--- src/rtl/wb_iccm_loader.sv ---
// Wishbone slave that holds the core in reset and streams words into the instruction RAM.
// One-cycle hit-to-ack latency. No backpressure: every decoded hit is acked one cycle later.
module wb_iccm_loader #(
    parameter logic [31:0] BASE_ADDR = 32'h3000_0000,
    parameter int          AW        = 14
) (
    input  logic          wb_clk_i,
    input  logic          wb_rst_i,
    input  logic          wbs_stb_i,
    input  logic          wbs_cyc_i,
    input  logic          wbs_we_i,
    input  logic [3:0]    wbs_sel_i,
    input  logic [31:0]   wbs_adr_i,
    input  logic [31:0]   wbs_dat_i,
    output logic          wbs_ack_o,
    output logic [31:0]   wbs_dat_o,
    output logic [3:0]    we_o,
    output logic [AW-1:0] addr_o,
    output logic [31:0]   wdata_o,
    output logic          reset_o
);

    typedef enum logic {IDLE, ACK} state_t;

    localparam logic [1:0] REG_CTRL   = 2'd0;
    localparam logic [1:0] REG_ADDR   = 2'd1;
    localparam logic [1:0] REG_DATA   = 2'd2;
    localparam logic [1:0] REG_STATUS = 2'd3;

    state_t        state_q, state_d;
    logic          req_we_q, req_we_d;
    logic [3:0]    req_sel_q, req_sel_d;
    logic [1:0]    req_reg_q, req_reg_d;
    logic [31:0]   req_dat_q, req_dat_d;
    logic          hold_q, hold_d;
    logic [AW-1:0] addr_q, addr_d;
    logic [15:0]   count_q, count_d;
    logic          err_q, err_d;
    logic [31:0]   data_q, data_d;
    logic [AW-1:0] last_addr_q, last_addr_d;
    logic [31:0]   last_wdata_q, last_wdata_d;

    logic          hit;
    logic          ack;
    logic          prog_wr;
    logic [31:0]   rdata;
    logic          unused_adr;

    assign hit        = wbs_stb_i & wbs_cyc_i & (wbs_adr_i[31:4] == BASE_ADDR[31:4]);
    assign unused_adr = ^wbs_adr_i[1:0];

    always_comb begin
        state_d      = state_q;
        req_we_d     = req_we_q;
        req_sel_d    = req_sel_q;
        req_reg_d    = req_reg_q;
        req_dat_d    = req_dat_q;
        hold_d       = hold_q;
        addr_d       = addr_q;
        count_d      = count_q;
        err_d        = err_q;
        data_d       = data_q;
        last_addr_d  = last_addr_q;
        last_wdata_d = last_wdata_q;
        ack          = 1'b0;
        prog_wr      = 1'b0;
        rdata        = 32'h0;

        case (state_q)
            IDLE: begin
                if (hit) begin
                    state_d   = ACK;
                    req_we_d  = wbs_we_i;
                    req_sel_d = wbs_sel_i;
                    req_reg_d = wbs_adr_i[3:2];
                    req_dat_d = wbs_dat_i;
                end
            end
            ACK: begin
                state_d = IDLE;
                ack     = 1'b1;
                case (req_reg_q)
                    REG_CTRL:   rdata = {31'h0, hold_q};
                    REG_ADDR:   rdata = {{(32-AW){1'b0}}, addr_q};
                    REG_DATA:   rdata = data_q;
                    REG_STATUS: rdata = {14'h0, hold_q, err_q, count_q};
                    default:    rdata = 32'h0;
                endcase
                if (req_we_q) begin
                    case (req_reg_q)
                        REG_CTRL: begin
                            if (req_sel_q[0]) begin
                                hold_d = req_dat_q[0];
                                if (req_dat_q[1]) count_d = 16'h0;
                            end
                        end
                        REG_ADDR: begin
                            for (int i = 0; i < AW; i++) begin
                                if (req_sel_q[i/8]) addr_d[i] = req_dat_q[i];
                            end
                        end
                        REG_DATA: begin
                            if (!hold_q) begin
                                err_d = 1'b1;
                            end else if (req_sel_q != 4'h0) begin
                                prog_wr      = 1'b1;
                                addr_d       = addr_q + 1'b1;
                                count_d      = (count_q == 16'hFFFF) ? count_q : count_q + 16'h1;
                                last_addr_d  = addr_q;
                                last_wdata_d = req_dat_q;
                                for (int b = 0; b < 4; b++) begin
                                    if (req_sel_q[b]) data_d[b*8 +: 8] = req_dat_q[b*8 +: 8];
                                end
                            end
                        end
                        REG_STATUS: begin
                            if (req_sel_q[2] && req_dat_q[16]) err_d = 1'b0;
                        end
                        default: ;
                    endcase
                end
            end
            default: state_d = IDLE;
        endcase
    end

    // Outputs are decoded from async-reset state, so reset drops ack/we_o at once.
    assign wbs_ack_o = ack;
    assign wbs_dat_o = rdata;
    assign we_o      = prog_wr ? req_sel_q : 4'h0;
    assign addr_o    = prog_wr ? addr_q : last_addr_q;
    assign wdata_o   = prog_wr ? req_dat_q : last_wdata_q;
    assign reset_o   = ~hold_q;

    always_ff @(posedge wb_clk_i or posedge wb_rst_i) begin
        if (wb_rst_i) begin
            state_q      <= IDLE;
            req_we_q     <= 1'b0;
            req_sel_q    <= 4'h0;
            req_reg_q    <= 2'd0;
            req_dat_q    <= 32'h0;
            hold_q       <= 1'b1;
            addr_q       <= '0;
            count_q      <= 16'h0;
            err_q        <= 1'b0;
            data_q       <= 32'h0;
            last_addr_q  <= '0;
            last_wdata_q <= 32'h0;
        end else begin
            state_q      <= state_d;
            req_we_q     <= req_we_d;
            req_sel_q    <= req_sel_d;
            req_reg_q    <= req_reg_d;
            req_dat_q    <= req_dat_d;
            hold_q       <= hold_d;
            addr_q       <= addr_d;
            count_q      <= count_d;
            err_q        <= err_d;
            data_q       <= data_d;
            last_addr_q  <= last_addr_d;
            last_wdata_q <= last_wdata_d;
        end
    end

endmodule

--- config.mk ---
export PLATFORM = sky130hd
export DESIGN_NAME = wb_iccm_loader
export DESIGN_NICKNAME = d
export VERILOG_FILES = /design/src/rtl/wb_iccm_loader.sv
export SDC_FILE = /design/constraint.sdc
export NUM_CORES = 1
export LEC_CHECK = 0
export BUFFER_PORTS_ARGS = -buffer_cell sky130_fd_sc_hd__clkbuf_2
export CORE_AREA = 2 2 167 104
export CTS_BUF_LIST = sky130_fd_sc_hd__clkbuf_4 sky130_fd_sc_hd__clkbuf_8 sky130_fd_sc_hd__clkbuf_16
export DETAILED_ROUTE_END_ITERATION = 10
export DIE_AREA = 0 0 169 106
export GPL_TIMING_DRIVEN = 1
export PLACE_DENSITY = 0.67
export SLEW_MARGIN = 20
export SYNTH_ARGS = -nofsm -noshare
export SYNTH_HDL_FRONTEND = slang
export SYNTH_SLANG_ARGS = --single-unit
--- constraint.sdc ---
create_clock -name wb_clk_i -period 6.8 [get_ports wb_clk_i]
set_clock_uncertainty 0.1 [all_clocks]
set_input_delay 1.36 -clock wb_clk_i [delete_from_list [all_inputs] [get_ports wb_clk_i]]
set_output_delay 1.36 -clock wb_clk_i [all_outputs]
set_load 0.02 [all_outputs]
Yosys cells after proc, flatten, opt, wreduce, memory -nomap -nowiden:

Cells that the tools add are included.

* add/subtract/negate cells: 2
* equality and inequality tests: 14
* multiplexer cells: 39
* bitwise gates (word level): 4
* reduce and logical (&&, ||, !) cells: 17

Operator list (count)
* 32-bit case mux with 4 select lines: 1
* 16-bit 2-to-1 mux: 5
* 32-bit 2-to-1 mux: 2
* 14-bit 2-to-1 mux: 3
* 6-bit AND reduction: 6
* 16-bit case mux with 2 select lines: 1
* 28-bit by 26-bit equality test with 1-bit output, second input constant: 1
* 14-bit case mux with 2 select lines: 1
* 1-bit 2-to-1 mux: 23
* 2-bit inequality test, second input constant: 9
* 16-bit by 1-bit adder with 16-bit output, second input constant: 1
* 16-bit equality test, second input constant: 1
* 14-bit by 1-bit adder with 14-bit output, second input constant: 1
* 5-bit AND reduction: 2
* 8-bit AND reduction: 1
* 2-bit nonzero test: 3
* 2-bit equality test, second input constant: 2
* 4-bit 2-to-1 mux: 1
* 1-bit case mux with 2 select lines: 2
* 4-bit AND reduction: 1
* 4-bit nonzero test: 1
* 1-bit AND: 2
* 2-bit by 1-bit equality test with 1-bit output, second input constant: 1
* 2-bit logical NOT: 1
* other kinds (3): 4

* register bits: 150
* output and inout bits: 84
* logic and storage cells: 92

Depth between registers and ports, before layout:

Gate-level depths: netlist of run 1.

* depth after elaboration: 7
* mapped depth: 8
* gate-level depth less buffers: 5

Worst setup path after synthesis of run 1:

No wires, ideal clock.

* kind: reg2out
* start: register state_q
* end: output port addr_o[11]
* arrival: 1.692 ns
* path slack: 3.648 ns
* cell stages (with the launch flop): 6
* path through: dfrtp_1 and2_1 clkbuf_1 nand3_1 clkbuf_1 o21ai_0

* word-level cells in the longest chain between the ends: 2

RTL lines
* start: declaration: RTL line 30 `state_t state_q, state_d;`
* start signal: assignment: RTL line 150 `state_q <= state_d;`
* 1-bit 2-to-1 mux: RTL line 69 `case (state_q)`
* 14-bit 2-to-1 mux: RTL line 131 `assign addr_o = prog_wr ? addr_q : last_addr_q;`
* end: declaration: RTL line 18 `output logic [AW-1:0] addr_o,`

Every way passes these cells.

Worst setup path in the final report of run 1:

* start: register req_reg_q[1]
* end: output port we_o[1]

* word-level cells in the longest chain between the ends: 5

RTL lines
* start: declaration: RTL line 33 `logic [1:0] req_reg_q, req_reg_d;`
* start signal: assignment: RTL line 153 `req_reg_q <= req_reg_d;`
* 2-bit equality test: RTL line 90 `case (req_reg_q)`
* 1-bit 2-to-1 mux: RTL line 90
* 1-bit 2-to-1 mux: RTL line 89 `if (req_we_q) begin`
* 1-bit 2-to-1 mux: RTL line 69
* 4-bit 2-to-1 mux: RTL line 130 `assign we_o = prog_wr ? req_sel_q : 4'h0;`
* end: declaration: RTL line 17 `output logic [3:0] we_o,`

Every way passes these cells.

==> results of run 1 <==
-- worst paths after layout --
check,depth (start not counted),to,from,slack [ns]
hold reg to reg,2,last_wdata_q[19],last_wdata_q[19],0.37
min in group asynchronous,2,last_wdata_q[18],wb_rst_i,0.99
hold / removal,2,last_wdata_q[19],last_wdata_q[19],0.37
max in group asynchronous,3,hold_q,wb_rst_i,4.53
setup reg to reg,7,data_q[0],req_reg_q[1],3.80
setup / recovery,7,we_o[1],req_reg_q[1],2.27
-- sequential cells by signal, indices dropped and copies added, names as in the netlist --
register / flops
data_q: 32
last_wdata_q: 32
req_dat_q: 32
count_q: 16
addr_q: 14
last_addr_q: 14
req_sel_q: 4
req_reg_q: 2
err_q: 1
hold_q: 1
req_we_q: 1
state_q: 1
-- layer usage --
layer | track usage | wire length [µm] | vias to the layer above
li1 | - | - | 2826
met1 | 0.348 | 9770 | 2939
met2 | 0.307 | 8180 | 238
met3 | 0.0670 | 1670 | 11
met4 | 0.0470 | 102 | 0
met5 | 0 | 0 | -
-- cells in the mapped netlist, types with 3 or more instances --
| library cell | instances |
|---|---|
| and3_1 | 15 |
| a21oi_1 | 20 |
| nand4_1 | 9 |
| nand2_1 | 208 |
| nand3_1 | 13 |
| nor2_1 | 13 |
| buf_1 | 3 |
| dfrtp_1 | 149 |
| a2bb2oi_1 | 4 |
| a22oi_1 | 14 |
| buf_2 | 20 |
| mux2_2 | 80 |
| mux2i_1 | 5 |
| nor4_1 | 8 |
| o21ai_0 | 23 |
| inv_1 | 12 |
| or2_2 | 3 |
| o21a_1 | 3 |
| nor2b_1 | 16 |
| o41ai_1 | 3 |
| nor3_1 | 10 |
| clkbuf_1 | 18 |
| o22ai_1 | 7 |
| a31oi_1 | 21 |
-- cell type report --
type	count	share of cell area
flip-flops and latches	150	0.428
well taps	214	0.0305
diodes	1	0.000285
clock buffers	17	0.0485
clock inverters	13	0.0194
repair buffers	164	0.0963
multi-input cells	521	0.371
inverters	12	0.00599
-- logic make-up after synthesis --
logic type | count (synthesis) | share of synthesized area
compound gates | 120 | 0.112
flops | 150 | 0.521
fa+ha+maj | 2 | 0.00347
simple gates | 312 | 0.196
buf+inv | 53 | 0.0310
mux | 87 | 0.137
-- through the flow --
step / hold slack (ns) / cells
4_1_cts: 0.372 / 1091
2_1_floorplan: 0.339 / 724
6_report: 0.369 / 1092
3_3_place_gp: 0.351 / 1061
3_5_place_dp: 0.356 / 1061
5_1_grt: 0.389 / 1091
-- worst max-delay path: cells and delay by family, from the launching register on --
kind                   cells  cell delay [ns]
AND/OR/NAND/NOR            3             1.09
flip-flops                 1             0.54
buffers and inverters      4             1.01
-- power by group through the flow --
stage | registers (mW) | clock network, mW | logic, mW
after CTS | 0.892 | 0.983 | 0.0409
after global placement | 0.909 | 0 | 0.0407
after detailed placement | 0.909 | 0 | 0.0407
final | 0.892 | 0.972 | 0.0397
after global routing | 0.892 | 1.03 | 0.0457
after floorplan | 0.909 | 0 | 0.0141
==> impl_metrics.py, run 1 <==
metrics = {
    "outcome": {
        "status": "finished clean",
    },
    "timing": {
        "grt_setup_unrepaired": "false",
        "hold_violations": 0,
        "worst_pin_slew_ns": 0.795,
        "fin_tns_setup_ns": 0,
        "period_minus_slack_ns": 4.53,
        "fin_crit_sh": 0.666,
        "max_slew_margin": 0.465,
        "setup_viol": 0,
        "fmax_mhz": 221,
        "slew_violations": 0,
        "setup_slack_ns": 2.27,
    },
    "layout": {
        "final_common_cell": "nand2_1",
        "area_growth_pct": 21.7,
        "utilization": 0.530,
        "stdcell_area_mm2": 0.00878,
        "drive_above_1_share": 0.334,
        "multi_input_area_mm2": 0.00326,
        "final_cell_mix": "nand2_1 (208), clkbuf_2 (154), dfrtp_1 (149)",
        "seq_area_mm2": 0.00375,
        "n_fill_cell": 1521,
        "nets": 941,
    },
    "routing": {
        "routedWlPerCell_um": 18.1,
        "drtIter0Drc": 496,
        "post-route-drc-count": 0,
        "vias": 6014,
        "dr.pass1.iters": 5,
        "finalWirelength_um": 19700,
        "viasPerCell": 5.51,
        "final_antenna_net_count": 0,
    },
    "floorplanning": {
        "pin_count": 157,
        "rows": 37,
        "core_area_mm2": 0.0166,
        "die_x_um": 169,
        "die_area_mm2": 0.0179,
        "start_util": 0.435,
        "die_h_um": 106,
    },
    "power_and_ir_drop": {
        "ir_worst_vdd_mv": 0.175,
        "p_sw_frac": 0.219,
        "internal_power_mw": 1.49,
        "comb_power_share": 0.021,
        "finalPower_mw": 1.90,
        "power.net_switching_uw": 416,
        "p_per_area_mw_per_mm2": 217,
        "p_seq_frac": 0.469,
        "p_clk_frac": 0.510,
        "p_leak_nw": 4.73,
    },
    "placed_design": {
        "routabilityCongestion": 0.895,
        "io_buffers": 154,
        "post-place-ws_ns": 2.77,
        "hpwl_um": 13500,
        "place_area_mm2": 0.00818,
    },
    "cts": {
        "cts.sinks": 150,
        "cts_resized": 0,
        "cts_root_buffer": "clkbuf_16",
        "clockBufferDepth": 2,
        "ctsHoldBuffers": 0,
        "cts_buffers": 17,
        "cts_tree": "built",
        "worstSkewPairLatency_ns": 0.42,
        "clkTransAtPathRegs_ns": 0.06,
        "cts_htree_levels": 4,
        "post-cts-setup-buffers": 0,
    },
    "worst_setup_path": {
        "worstPathRequired_ns": 5.34,
        "crit_path_start_kind": "flop",
        "cp_data_arrival_time_ns": 3.07,
        "critical_path.max_stage_delay_ns": 0.54,
        "critPathSlowestCell": "dfrtp_1",
        "path_class": "reg2out",
        "critical_path.most_common_cell": "buf_4",
        "worstPathMaxFanout": 27,
        "critPathCaptureType": "output port",
        "cp_cell_sequence": "buf_4, nand2b_1, nor3_2, buf_4, nand2_1, inv_1, clkbuf_2",
    },
    "global_route": {
        "grt-ovfl-total": 0,
        "antenna_found_initial": 1,
        "grt.total_usage": 0.225,
        "grt_first_pass_wirelength_um": 31200,
        "first_global_vias": 5682,
        "grt_max_degree": 112,
    },
    "synthesis": {
        "netlist_top_cells_area": "dfrtp_1 (52%), mux2_2 (12%), nand2_1 (11%)",
        "synth_fp_nets": 799,
        "synth-edff-count": 0,
        "yosysTopAreaCell": "dfrtp_1",
        "async_flop_share": 1.00,
        "ys_seq_elements": 150,
        "synth_top_area_frac": 0.517,
        "synth_seq_area_share": 0.521,
        "synth_ff_type": "dfrtp_1",
        "ys.warnings.count": 0,
        "avgSynthCellArea_um2": 9.96,
        "synthesis.area_mm2": 0.00721,
        "synthCells": 724,
        "synth.distinct_cells": 58,
    },
    "worst_hold_path": {
        "worstHoldPathType": "reg2reg",
    },
    "flow_run": {
        "maxCapViolCount": 0,
    },
}
(Power assumes the default switching activity.)
==> inputs of run 2 (changes only) <==
--- a/config.mk
+++ b/config.mk
@@ -11,7 +11,7 @@
 export DETAILED_ROUTE_END_ITERATION = 10
 export DIE_AREA = 0 0 169 106
 export GPL_TIMING_DRIVEN = 1
-export PLACE_DENSITY = 0.67
+export PLACE_DENSITY = 0.7
 export SLEW_MARGIN = 20
 export SYNTH_ARGS = -nofsm -noshare
 export SYNTH_HDL_FRONTEND = slang
==> constraint.sdc (replaced) <==
create_clock -name wb_clk_i -period 4.1 [get_ports wb_clk_i]
set_clock_uncertainty 0.1 [all_clocks]
set_input_delay 0.82 -clock wb_clk_i [delete_from_list [all_inputs] [get_ports wb_clk_i]]
set_output_delay 0.82 -clock wb_clk_i [all_outputs]
set_load 0.02 [all_outputs]
==> run 2 against run 1 <==
Net effect: register-to-register slack got worse by 2.4 ns; final cell count rose by 0.46%; global-route usage decreased by 0.46 points; total power is 64% higher; non-clock buffer count increased by 4; critical endpoint unchanged.
==> impl_metrics.py, run 2 (synthesis gave the netlist of run 1 again) <==
metrics = {
    "floorplanning": {
        "start_util": 0.435,
        "core_area_mm2": 0.0166,
        "pin_count": 157,
        "rows": 37,
        "die_area_mm2": 0.0179,
        "die_x_um": 169,
        "die_h_um": 106,
    },
    "cts": {
        "cts_htree_levels": 4,
        "cts_root_buffer": "clkbuf_16",
        "worstSkewPairLatency_ns": 0.42,
        "cts_resized": 0,
        "cts_buffers": 17,
        "clockBufferDepth": 2,
        "cts.sinks": 150,
        "cts_tree": "built",
        "ctsHoldBuffers": 0,
        "post-cts-setup-buffers": 0,
        "clkTransAtPathRegs_ns": 0.06,
    },
    "routing": {
        "post-route-drc-count": 0,
        "vias": 5980,
        "drtIter0Drc": 573,
        "routedWlPerCell_um": 17.5,
        "finalWirelength_um": 19200,
        "dr.pass1.iters": 7,
        "final_antenna_net_count": 0,
        "viasPerCell": 5.45,
    },
    "layout": {
        "largestRegisters": "data_q: 32 flops, last_wdata_q: 32 flops, req_dat_q: 32 flops",
        "diodes": 0,
        "area_growth_pct": 22.3,
        "n_fill_cell": 1518,
        "layout.cells.non_filler": 1097,
        "drive_above_1_share": 0.339,
        "nets": 945,
        "seq_area_mm2": 0.00375,
        "multi_input_area_mm2": 0.00326,
        "final_common_cell": "nand2_1",
        "final_cell_mix": "nand2_1 (208), clkbuf_2 (154), dfrtp_1 (149)",
    },
    "worst_setup_path": {
        "crit_path_start_kind": "flop",
        "cp_data_arrival_time_ns": 2.61,
        "critPathCaptureType": "output port",
        "worstPathMaxFanout": 27,
        "path_class": "reg2out",
        "worstPathRequired_ns": 3.18,
    },
    "timing": {
        "grt_setup_unrepaired": "false",
        "fmax_mhz": 283,
        "slew_violations": 0,
        "hold_violations": 0,
        "fin_crit_sh": 0.862,
        "setup_slack_ns": 0.566,
        "worst_pin_slew_ns": 0.806,
        "period_minus_slack_ns": 3.53,
        "max_slew_margin": 0.461,
        "fin_tns_setup_ns": 0,
        "setup_viol": 0,
    },
    "power_and_ir_drop": {
        "p_per_area_mw_per_mm2": 354,
        "p_clk_frac": 0.505,
        "p_leak_nw": 4.76,
        "ir_worst_vdd_mv": 0.227,
        "p_seq_frac": 0.474,
        "comb_power_share": 0.022,
        "p_sw_frac": 0.234,
        "internal_power_mw": 2.39,
        "power.net_switching_uw": 732,
        "finalPower_mw": 3.12,
    },
    "global_route": {
        "first_global_vias": 5760,
        "antenna_found_initial": 0,
        "grt.total_usage": 0.220,
        "grt_first_pass_wirelength_um": 30600,
        "grt_max_degree": 85,
        "grt-ovfl-total": 0,
    },
    "placed_design": {
        "hpwl_um": 13400,
        "placed_cells": 1065,
        "post-place-ws_ns": 1.03,
        "routabilityCongestion": 0.898,
        "io_buffers": 154,
    },
    "flow_run": {
        "maxCapViolCount": 0,
    },
    "outcome": {
        "status": "finished clean",
    },
    "worst_hold_path": {
        "worstHoldPathType": "reg2reg",
    },
}
## run 2: cell types whose count changed in the layout (fill, tap and decap cells not counted), sizes merged
cell      change
clkbuf        +1
clkinvlp      -1
clkinv        +4
diode         -1
buf           +4
bufinv        -2
## run 2: path summary, 6_finish.rpt
kind,from,cells past startpoint,to,slack (ns)
max,state_q,6,we_o[1],0.57
min,last_wdata_q[9],2,last_wdata_q[9],0.37
max reg2reg,state_q,6,req_dat_q[12],1.42
min reg2reg,last_wdata_q[9],2,last_wdata_q[9],0.37
max in group asynchronous,wb_rst_i,3,last_wdata_q[20],2.53
min in group asynchronous,wb_rst_i,2,count_q[3],0.44
## run 2: metal layers
layer	wire [µm]	GRT usage	vias up
li1	-	-	2848
met1	9510	0.336	2900
met2	8070	0.311	213
met3	1500	0.0581	19
met4	165	0.0501	0
met5	0	0	-
## run 2: critical path, stage by stage, from the launching register on
cell      delay, ns
dfrtp_1        0.65
nand2_1        0.32
nor3_2         0.25
buf_4          0.34
nand2_1        0.32
inv_1          0.13
clkbuf_2       0.19
## run 2: power groups by stage
stage | clock [mW] | combinational [mW] | sequential [mW]
global placement | 0 | 0.0692 | 1.51
finish | 1.58 | 0.0674 | 1.48
floorplan | 0 | 0.0237 | 1.51
global route | 1.67 | 0.0774 | 1.48
CTS | 1.61 | 0.0696 | 1.48
detailed placement | 0 | 0.0695 | 1.51
## run 2: final cells by class
class | count | area share
tap | 214 | 0.0304
multi-input combinational | 521 | 0.370
sequential | 150 | 0.426
clock inverter | 14 | 0.0183
inverter | 12 | 0.00553
clock buffer | 18 | 0.0498
timing repair buffer | 168 | 0.101
## run 2: metrics by stage
step / cell area, µm² / hold WS [ns] / utilization
floorplan: 7220 / 0.339 / -
global placement: 8220 / 0.351 / 0.496
detailed placement: 8220 / 0.356 / 0.496
CTS: 8820 / 0.372 / 0.532
global route: 8820 / 0.387 / 0.532
finish: 8820 / 0.369 / 0.532
